**config.mk**
```make
export PLATFORM = sky130hd
export DESIGN_NAME = rv32i_cpu_lsu
export DESIGN_NICKNAME = d
export VERILOG_FILES = /design/src/rtl/rv32i_cpu_lsu.sv
export SDC_FILE = /design/constraint.sdc
export NUM_CORES = 1
export LEC_CHECK = 0
export CAP_MARGIN = 20
export CORE_ASPECT_RATIO = 1.4
export CORE_MARGIN = 2
export CORE_UTILIZATION = 40
export CTS_BUF_LIST = sky130_fd_sc_hd__clkbuf_2 sky130_fd_sc_hd__clkbuf_4 sky130_fd_sc_hd__clkbuf_8
export DETAILED_ROUTE_END_ITERATION = 12
export DONT_BUFFER_PORTS = 1
export REMOVE_ABC_BUFFERS = 1
export SYNTH_ARGS = -nofsm -noshare
export SYNTH_HDL_FRONTEND = slang
export SYNTH_SLANG_ARGS = --single-unit
export TNS_END_PERCENT = 50
```
**constraint.sdc**
```tcl
create_clock -name clk -period 1.8 [get_ports clk]
set_input_delay 0.18 -clock clk [delete_from_list [all_inputs] [get_ports clk]]
set_output_delay 0.18 -clock clk [all_outputs]
set_load 0.01 [all_outputs]
```
**src/rtl/rv32i_cpu_lsu.sv**
```systemverilog
// RV32I load/store unit: one outstanding request, byte-addressed RAM port with
// a registered read path, fault detection for illegal width, misalignment and range.
module rv32i_cpu_lsu #(
    parameter int ADDR_WIDTH = 5
) (
    input  logic                  clk,
    input  logic                  rst,
    input  logic                  req_valid,
    output logic                  req_ready,
    input  logic                  req_we,
    input  logic [2:0]            req_funct3,
    input  logic [31:0]           req_addr,
    input  logic [31:0]           req_wdata,
    output logic                  resp_valid,
    input  logic                  resp_ready,
    output logic [31:0]           resp_rdata,
    output logic                  resp_err,
    output logic [1:0]            mem_mode,
    output logic [ADDR_WIDTH-1:0] mem_address,
    output logic [31:0]           mem_write_value,
    input  logic [31:0]           mem_value
);

    localparam logic [1:0] MEM_READ       = 2'd0;
    localparam logic [1:0] MEM_WRITE_WORD = 2'd1;
    localparam logic [1:0] MEM_WRITE_HALF = 2'd2;
    localparam logic [1:0] MEM_WRITE_BYTE = 2'd3;

    typedef enum logic [1:0] {IDLE, ISSUE, WAIT, RESP} state_t;

    state_t                state_r;
    state_t                state_s;
    logic                  we_r;
    logic [2:0]            funct3_r;
    logic                  resp_valid_r;
    logic [31:0]           resp_rdata_r;
    logic                  resp_err_r;
    logic [1:0]            mem_mode_r;
    logic [ADDR_WIDTH-1:0] mem_address_r;
    logic [31:0]           mem_write_value_r;
    logic                  fault_s;

    function automatic logic req_fault(input logic we, input logic [2:0] f3, input logic [31:0] addr);
        logic bad_f3;
        logic misalign;
        logic oob;
        if (we) begin
            bad_f3 = !(f3 inside {3'b000, 3'b001, 3'b010});
        end else begin
            bad_f3 = !(f3 inside {3'b000, 3'b001, 3'b010, 3'b100, 3'b101});
        end
        if (f3[1:0] == 2'b01) begin
            misalign = addr[0];
        end else if (f3[1:0] == 2'b10) begin
            misalign = (addr[1:0] != 2'b00);
        end else begin
            misalign = 1'b0;
        end
        oob = ((addr >> ADDR_WIDTH) != 32'd0);
        return bad_f3 | misalign | oob;
    endfunction

    function automatic logic [1:0] store_mode(input logic [2:0] f3);
        case (f3)
            3'b000:  return MEM_WRITE_BYTE;
            3'b001:  return MEM_WRITE_HALF;
            3'b010:  return MEM_WRITE_WORD;
            default: return MEM_READ;
        endcase
    endfunction

    function automatic logic [31:0] store_data(input logic [2:0] f3, input logic [31:0] wd);
        case (f3)
            3'b000:  return {24'd0, wd[7:0]};
            3'b001:  return {16'd0, wd[15:0]};
            3'b010:  return wd;
            default: return 32'd0;
        endcase
    endfunction

    // RAM presents the lowest-addressed byte on the top lane, so lanes are reversed here.
    function automatic logic [31:0] load_format(input logic [2:0] f3, input logic [31:0] mv);
        case (f3)
            3'b000:  return {{24{mv[31]}}, mv[31:24]};
            3'b100:  return {24'd0, mv[31:24]};
            3'b001:  return {{16{mv[23]}}, mv[23:16], mv[31:24]};
            3'b101:  return {16'd0, mv[23:16], mv[31:24]};
            3'b010:  return {mv[7:0], mv[15:8], mv[23:16], mv[31:24]};
            default: return 32'd0;
        endcase
    endfunction

    assign fault_s = req_fault(req_we, req_funct3, req_addr);

    // Next-state decode for the request/response sequencer.
    always_comb begin
        state_s = state_r;
        case (state_r)
            IDLE: begin
                if (req_valid) begin
                    state_s = fault_s ? RESP : ISSUE;
                end else begin
                    state_s = IDLE;
                end
            end
            ISSUE:   state_s = we_r ? RESP : WAIT;
            WAIT:    state_s = RESP;
            RESP: begin
                if (resp_ready) begin
                    state_s = IDLE;
                end else begin
                    state_s = RESP;
                end
            end
            default: state_s = IDLE;
        endcase
    end

    // State register plus registered request context, RAM command and response.
    always_ff @(posedge clk) begin
        if (!rst) begin
            state_r           <= IDLE;
            we_r              <= 1'b0;
            funct3_r          <= 3'd0;
            resp_valid_r      <= 1'b0;
            resp_rdata_r      <= 32'd0;
            resp_err_r        <= 1'b0;
            mem_mode_r        <= MEM_READ;
            mem_address_r     <= {ADDR_WIDTH{1'b0}};
            mem_write_value_r <= 32'd0;
        end else begin
            state_r <= state_s;
            case (state_r)
                IDLE: begin
                    if (req_valid) begin
                        we_r     <= req_we;
                        funct3_r <= req_funct3;
                        if (fault_s) begin
                            resp_valid_r <= 1'b1;
                            resp_err_r   <= 1'b1;
                            resp_rdata_r <= 32'd0;
                        end else begin
                            mem_mode_r        <= req_we ? store_mode(req_funct3) : MEM_READ;
                            mem_address_r     <= req_addr[ADDR_WIDTH-1:0];
                            mem_write_value_r <= req_we ? store_data(req_funct3, req_wdata) : 32'd0;
                        end
                    end else begin
                        resp_valid_r <= 1'b0;
                    end
                end
                ISSUE: begin
                    mem_mode_r        <= MEM_READ;
                    mem_address_r     <= {ADDR_WIDTH{1'b0}};
                    mem_write_value_r <= 32'd0;
                    if (we_r) begin
                        resp_valid_r <= 1'b1;
                        resp_err_r   <= 1'b0;
                        resp_rdata_r <= 32'd0;
                    end else begin
                        resp_valid_r <= 1'b0;
                    end
                end
                WAIT: begin
                    resp_valid_r <= 1'b1;
                    resp_err_r   <= 1'b0;
                    resp_rdata_r <= load_format(funct3_r, mem_value);
                end
                RESP: begin
                    if (resp_ready) begin
                        resp_valid_r <= 1'b0;
                        resp_err_r   <= 1'b0;
                        resp_rdata_r <= 32'd0;
                    end else begin
                        resp_valid_r <= 1'b1;
                    end
                end
                default: begin
                    resp_valid_r <= 1'b0;
                end
            endcase
        end
    end

    assign req_ready  = (state_r == IDLE);
    assign resp_valid = resp_valid_r;
    assign resp_rdata = resp_rdata_r;
    assign resp_err   = resp_err_r;

    // The RAM acts on the edge that ends ISSUE; masking with rst keeps a store
    // from landing on the very edge that resets the LSU.
    assign mem_mode        = rst ? mem_mode_r : MEM_READ;
    assign mem_address     = rst ? mem_address_r : {ADDR_WIDTH{1'b0}};
    assign mem_write_value = rst ? mem_write_value_r : 32'd0;

endmodule
```
==> impl_metrics.csv, run 1 <==
group,metric,value,unit
run_status,status,"finished clean",
layout,layout-drive-gt1-share,9.35,%
floorplanning,die_area,0.0109,mm²
grt,gr-total-overflow,0,
synth,synth_top_cell_by_area,"dfxtp_1",
synth,synth.area.top_cells,"dfxtp_1 39%, nand2_1 11%, mux2i_1 8.7%",
synth,ys_seq_area_share,39.1,%
layout,fillers,971,
placement,placed_cells,626,
timing,slew_viol_final,0,
clocking,worstSkewPairLatency,340,ps
detailed_routing,remaining_drc_errors,0,
timing,setup-tns-final,0,ps
synth,muxShareOfSynthArea,8.66,%
synth,yosysWarnings,0,
placement,dp_slack,-2.92,ps
timing,finalSetupViolCount,0,
layout,multiInputGateArea,0.00215,mm²
synth,synth_most_common_cell,"nand2_1",
hold_path,hold_path_class,"in2reg",
timing,tightest_slew,873,ps
layout,num-nets-final,655,
synth,yosysTopAreaCellShare,39.1,%
detailed_routing,wl_per_cell,16.5,µm
synth,async_reset_ff_share,0,%
synth,yosys_most_used_dff,"dfxtp_1",
layout,diodes,0,
timing,slew_headroom,41.6,%
synth,synthTopCellsByCount,"115 x nand2_1, 79 x dfxtp_1, 35 x clkbuf_1, 35 x mux2i_1, 32 x inv_1",
pwr,p_total,3.79,mW
placement,port_buffers,0,
layout,design_area,0.00498,mm²
timing,max_freq,582,MHz
placement,routabilityCongestion,0.801,
floorplanning,ios,178,
synth,synthAdderAreaFrac,0,%
timing,setup_slack,82.8,ps
clocking,cts_made_buffers,9,
pwr,irDropWorstVdd,0.336,mV
detailed_routing,vias,3824,
hold_path,worstHoldPathCells,2,
worst_setup_path,critPathRequiredTime,2020,ps
timing,min_period,1720,ps
timing,rsz0062_at_grt,"false",
pwr,p_per_area,762,mW/mm²
worst_setup_path,start_kind,"register",
grt,grt_max_degree,76,
clocking,root_buffer,"clkbuf_8",
clocking,cts_tree,"yes",
layout,seqCellArea,0.00158,mm²
detailed_routing,drt_iter0_markers,137,
timing,hold_violations,0,
worst_setup_path,crit_type,"reg2reg",
layout,final_cells,691,
run,maxCapViolCount,0,
synth,synth_cell_type_count,38,
clocking,post_cts.repair.setup_buffers,0,
clocking,numClockSinks,79,
layout,final_util,50.3,%
clocking,clockBufferDepth,2,
grt,antenna_found_initial,0,
placement,hpwl,7.71,mm
timing,clock-skew-final,8.68,ps
worst_setup_path,cp-end-kind,"register",
clocking,clkTransAtPathRegs,80,ps
floorplanning,rows,43,
worst_setup_path,worstPathMaxFanout,23,
worst_setup_path,crit_arrival,1940,ps
floorplanning,dieWidth,89.0,µm
placement,place_area,0.00427,mm²
synth,synthSimpleGateAreaFrac,28.5,%
worst_setup_path,r2r.worst_path.cells,6,
detailed_routing,vias_per_cell,5.53,
timing,holdWs,18.7,ps
synth,postSynthAreaPerCell,7.94,µm²
grt,grtUsageTotal,20.4,%
detailed_routing,drtAntennaViolNets,0,
synth,synth_top_family_by_area,"simple AND/OR/NAND/NOR gates",
layout,area_growth_syn_to_layout,23.1,%
pwr,p_leak,2.11,nW
timing,period_share,95.4,%
grt,grt_pass1_wl,17.6,mm
worst_setup_path,timing.rr.end,"mem_write_value_r[4]$_SDFFE_PN0P_",
floorplanning,core_area,0.00990,mm²
synth,synth_compound_area_share,15.3,%
floorplanning,die_h,123,µm
detailed_routing,first_pass_iters,4,
synth,netlist_instances,509,
synth,synth_seq_cells,79,
detailed_routing,routed_wl,11.4,mm
grt,grt_pass1_vias,3734,
hold_path,worstHoldStart,"req_funct3[2]",
synth,synth_area,0.00404,mm²
clocking,htreeDepth,3,
hold_path,worstHoldEndpoint,"funct3_r[2]$_SDFFE_PN0P_",
worst_setup_path,worstReg2RegStart,"state_r[1]$_SDFF_PN0_",
floorplanning,start_util,40.8,%
synth,synthXorXnorAreaFrac,0.217,%
worst_setup_path,r2r_slack,80,ps
synth,synth_edf_count,0,
## worst max-delay path, cell delays in order (launching register included)
cell and delay, ps:
dfxtp_1 320, or2_1 270, clkinv_4 70, nand2_4 50, or4_4 550, buf_12 190, mux2i_1 130
## cells in the final DEF, fill, tap and decap left out, types with 3 or more instances in the layout
cell / instances
o2bb2ai_1: 8
and2_1: 24
or3_1: 25
and3_1: 16
buf_12: 4
nand4_1: 10
nand2_1: 115
nor2_1: 13
o211ai_1: 8
inv_1: 32
mux2i_1: 35
o22ai_1: 16
o221ai_1: 24
buf_4: 22
dfxtp_1: 79
nor4_1: 9
nor2b_1: 6
dlygate4sd3_1: 49
nor3_1: 3
clkbuf_8: 9
o21ai_0: 17
## sequential cells by signal, indices dropped and copies added, names as in the netlist
| name | flops |
|---|---|
| funct3_r | 3 |
| we_r | 1 |
| mem_write_value_r | 32 |
| resp_err | 1 |
| resp_valid | 1 |
| state_r | 2 |
| resp_rdata | 32 |
| mem_mode_r | 2 |
| mem_address_r | 5 |
## final cells by class
| class | instances | share of cell area, % |
|---|---|---|
| Clock buffer | 10 | 2.64 |
| Tap cell | 135 | 3.39 |
| Multi-Input combinational cell | 353 | 43.1 |
| Sequential cell | 79 | 31.8 |
| Timing Repair Buffer | 75 | 14.8 |
| Clock inverter | 6 | 1.71 |
| Inverter | 33 | 2.59 |
## worst max path at each step
| stage | depth (start not counted) | slack [ps] | endpoint | from |
|---|---|---|---|---|
| after floorplan | 4 | -920 | resp_rdata[16]$_SDFFE_PN0P_ | funct3_r[0]$_SDFFE_PN0P_ |
| after global placement | 7 | 10 | mem_write_value_r[29]$_SDFFE_PN0P_ | req_addr[7] |
| after detailed placement | 5 | -3 | mem_address_r[3]$_SDFFE_PN0P_ | req_funct3[0] |
| after CTS | 6 | 30 | mem_write_value_r[4]$_SDFFE_PN0P_ | state_r[1]$_SDFF_PN0_ |
| after global routing | 6 | 10 | mem_write_value_r[29]$_SDFFE_PN0P_ | state_r[0]$_SDFF_PN0_ |
| final | 6 | 80 | mem_write_value_r[4]$_SDFFE_PN0P_ | state_r[1]$_SDFF_PN0_ |
## cells by family (layout without fill, tap and decap cells)
logic type / Yosys count / after routing
AND/OR/NAND/NOR: 234 / 234
multiplexers: 35 / 35
flip-flops: 79 / 79
AO/OA/AOI/OAI: 83 / 83
XOR/XNOR: 1 / 1
buffers and inverters: 77 / 124
## layer usage
metal  share of wire [%]  track usage [%]
met2                  50             36.1
met5                   0                0
met4                 1.6             7.46
met3                 7.9             5.27
met1                  41             23.4
## power by group
part	switching, mW	internal [mW]
Combinational	0.274	0.227
Clock	0.628	0.791
Sequential	0.0675	1.81
Total	0.970	2.82
## repair_timing
| item | in CTS | in global routing |
|---|---|---|
| hold buffers | 49 | 0 |
| setup endpoints to repair | 0 | 23 |
| gates resized for setup | 0 | 1 |
| hold endpoints to repair | 52 | 0 |
Power figures use the tool's default switching activity.
==> inputs of run 2 (changes only) <==
CAP_MARGIN = 10   (was 20)
==> results of run 2 <==
No change in the layout: final DEF, timing and power equal those of run 1.
==> inputs of run 3 (changes only) <==
CELL_PAD_IN_SITES_DETAIL_PLACEMENT = 1   (was unset)
CELL_PAD_IN_SITES_GLOBAL_PLACEMENT = 1   (was unset)
PLACE_DENSITY_LB_ADDON = 0.1   (was unset)
==> impl_metrics.csv, run 3 (same netlist as run 1, synthesis figures left out) <==
group,metric,value,unit
run_status,status,"finished clean",
worst_setup_path,cp_slowest_cell,"or4_4",
hold_path,hold_path_class,"in2reg",
clocking,cts_tree,"yes",
worst_setup_path,start_kind,"register",
detailed_routing,vias_per_cell,5.55,
timing,min_period,1710,ps
pwr,p_total,4.16,mW
timing,max_freq,586,MHz
worst_setup_path,critPathRequiredTime,2050,ps
clocking,clockBufferDepth,2,
layout,diodes,0,
timing,clock-skew-final,10.4,ps
clocking,cts_made_buffers,9,
placement,dp_slack,-94.7,ps
timing,period_share,94.7,%
detailed_routing,remaining_drc_errors,0,
grt,grtUsageTotal,24.0,%
layout,num-nets-final,657,
timing,slew_viol_final,0,
clocking,clkTransAtPathRegs,90,ps
detailed_routing,vias,3847,
detailed_routing,routed_wl,13.1,mm
grt,grt_pass1_vias,4088,
worst_setup_path,crit_type,"reg2reg",
timing,finalSetupViolCount,0,
floorplanning,core_area,0.00990,mm²
grt,grt_pass1_wl,20.4,mm
timing,slew_headroom,44.6,%
floorplanning,start_util,40.8,%
worst_setup_path,crit_chain,"or2_4, clkinv_4, nand2_4, or4_4, buf_12, mux2i_1",
placement,hpwl,8.34,mm
placement,place_area,0.00426,mm²
worst_setup_path,crit_arrival,1950,ps
floorplanning,rows,43,
grt,antenna_found_initial,0,
worst_setup_path,worstPathMaxFanout,23,
detailed_routing,drt_iter0_markers,71,
timing,tightest_slew,827,ps
clocking,htreeDepth,3,
worst_setup_path,path_delay_family,"simple AND/OR/NAND/NOR gates",
pwr,p_per_area,825,mW/mm²
worst_setup_path,critPathBufInv,2,
worst_setup_path,cp_slowest_stage_delay,560,ps
floorplanning,die_h,123,µm
placement,routabilityCongestion,0.731,
layout,final_common_cell,"nand2_1",
timing,holdWs,11.9,ps
timing,hold_violations,0,
layout,layout_common_cells,"115 x nand2_1, 78 x dfxtp_1, 50 x dlygate4sd3_1",
grt,gr-total-overflow,0,
detailed_routing,first_pass_iters,4,
floorplanning,die_area,0.0109,mm²
layout,design_area,0.00504,mm²
worst_setup_path,cp-end-kind,"register",
timing,setup_slack,94.5,ps
layout,area_growth_syn_to_layout,24.7,%
run,maxCapViolCount,0,
pwr,p_leak,2.14,nW
grt,grt_max_degree,75,
layout,layout-drive-gt1-share,9.86,%
floorplanning,dieWidth,89.0,µm
floorplanning,ios,178,
pwr,irDropWorstVdd,0.484,mV
placement,port_buffers,0,
detailed_routing,wl_per_cell,18.9,µm
clocking,numClockSinks,79,
clocking,root_buffer,"clkbuf_8",
timing,setup-tns-final,0,ps
timing,rsz0062_at_grt,"false",
detailed_routing,drtAntennaViolNets,0,
clocking,worstSkewPairLatency,360,ps
[run 3: path summary, 6_finish.rpt]
kind | from | endpoint | slack [ps] | cells past startpoint
max | state_r[1]$_SDFF_PN0_ | mem_write_value_r[5]$_SDFFE_PN0P_ | 90 | 6
min | req_funct3[0] | funct3_r[0]$_SDFFE_PN0P_ | 10 | 2
max reg2reg | state_r[1]$_SDFF_PN0_ | mem_write_value_r[5]$_SDFFE_PN0P_ | 90 | 6
min reg2reg | mem_address_r[0]$_SDFFE_PN0P_ | mem_address_r[0]$_SDFFE_PN0P_ | 470 | 2
[run 3: stage by stage]
stage                     utilization [%]  cells
after floorplan                         -    465
after global placement               43.1    627
after detailed placement             43.1    627
after CTS                            50.8    693
after global routing                 50.9    693
final                                50.9    693
[run 3: metal layers]
layer  share of wire, %  track usage (%)  wire (µm)  vias up
met2                 54             45.8       7100      115
li1                   -                -          -     1857
met5                  0                0          0        -
met1                 38             25.3       5020     1864
met4                1.1             6.72        147        0
met3                6.3             6.28        818       11
[run 3: worst reg2reg max path, cell delays in order, from the launching register on]
cell	delay, ps
dfxtp_2	330
or2_4	260
clkinv_4	60
nand2_4	50
or4_4	560
buf_12	200
mux2i_1	150
[run 3: report_power, final]
group          internal [mW]  switching [mW]  leakage, nW
Sequential              1.81          0.0710        0.641
Clock                   1.07           0.698        0.130
Combinational          0.235           0.285         1.37
Total                   3.11            1.05         2.14
[run 3: timing repair]
action,in CTS,in global routing
hold endpoints to repair,51,0
resized for setup,0,4
buffers inserted,0,0
hold buffers,50,0
setup endpoints to repair,0,26
[run 3: area by class of cell]
class,instances,area [µm²]
fillers,1240,4860
multi-input cells,353,2150
flip-flops and latches,79,1580
repair buffers,77,744
well taps,135,169
clock inverters,7,145
inverters,33,129
clock buffers,9,124
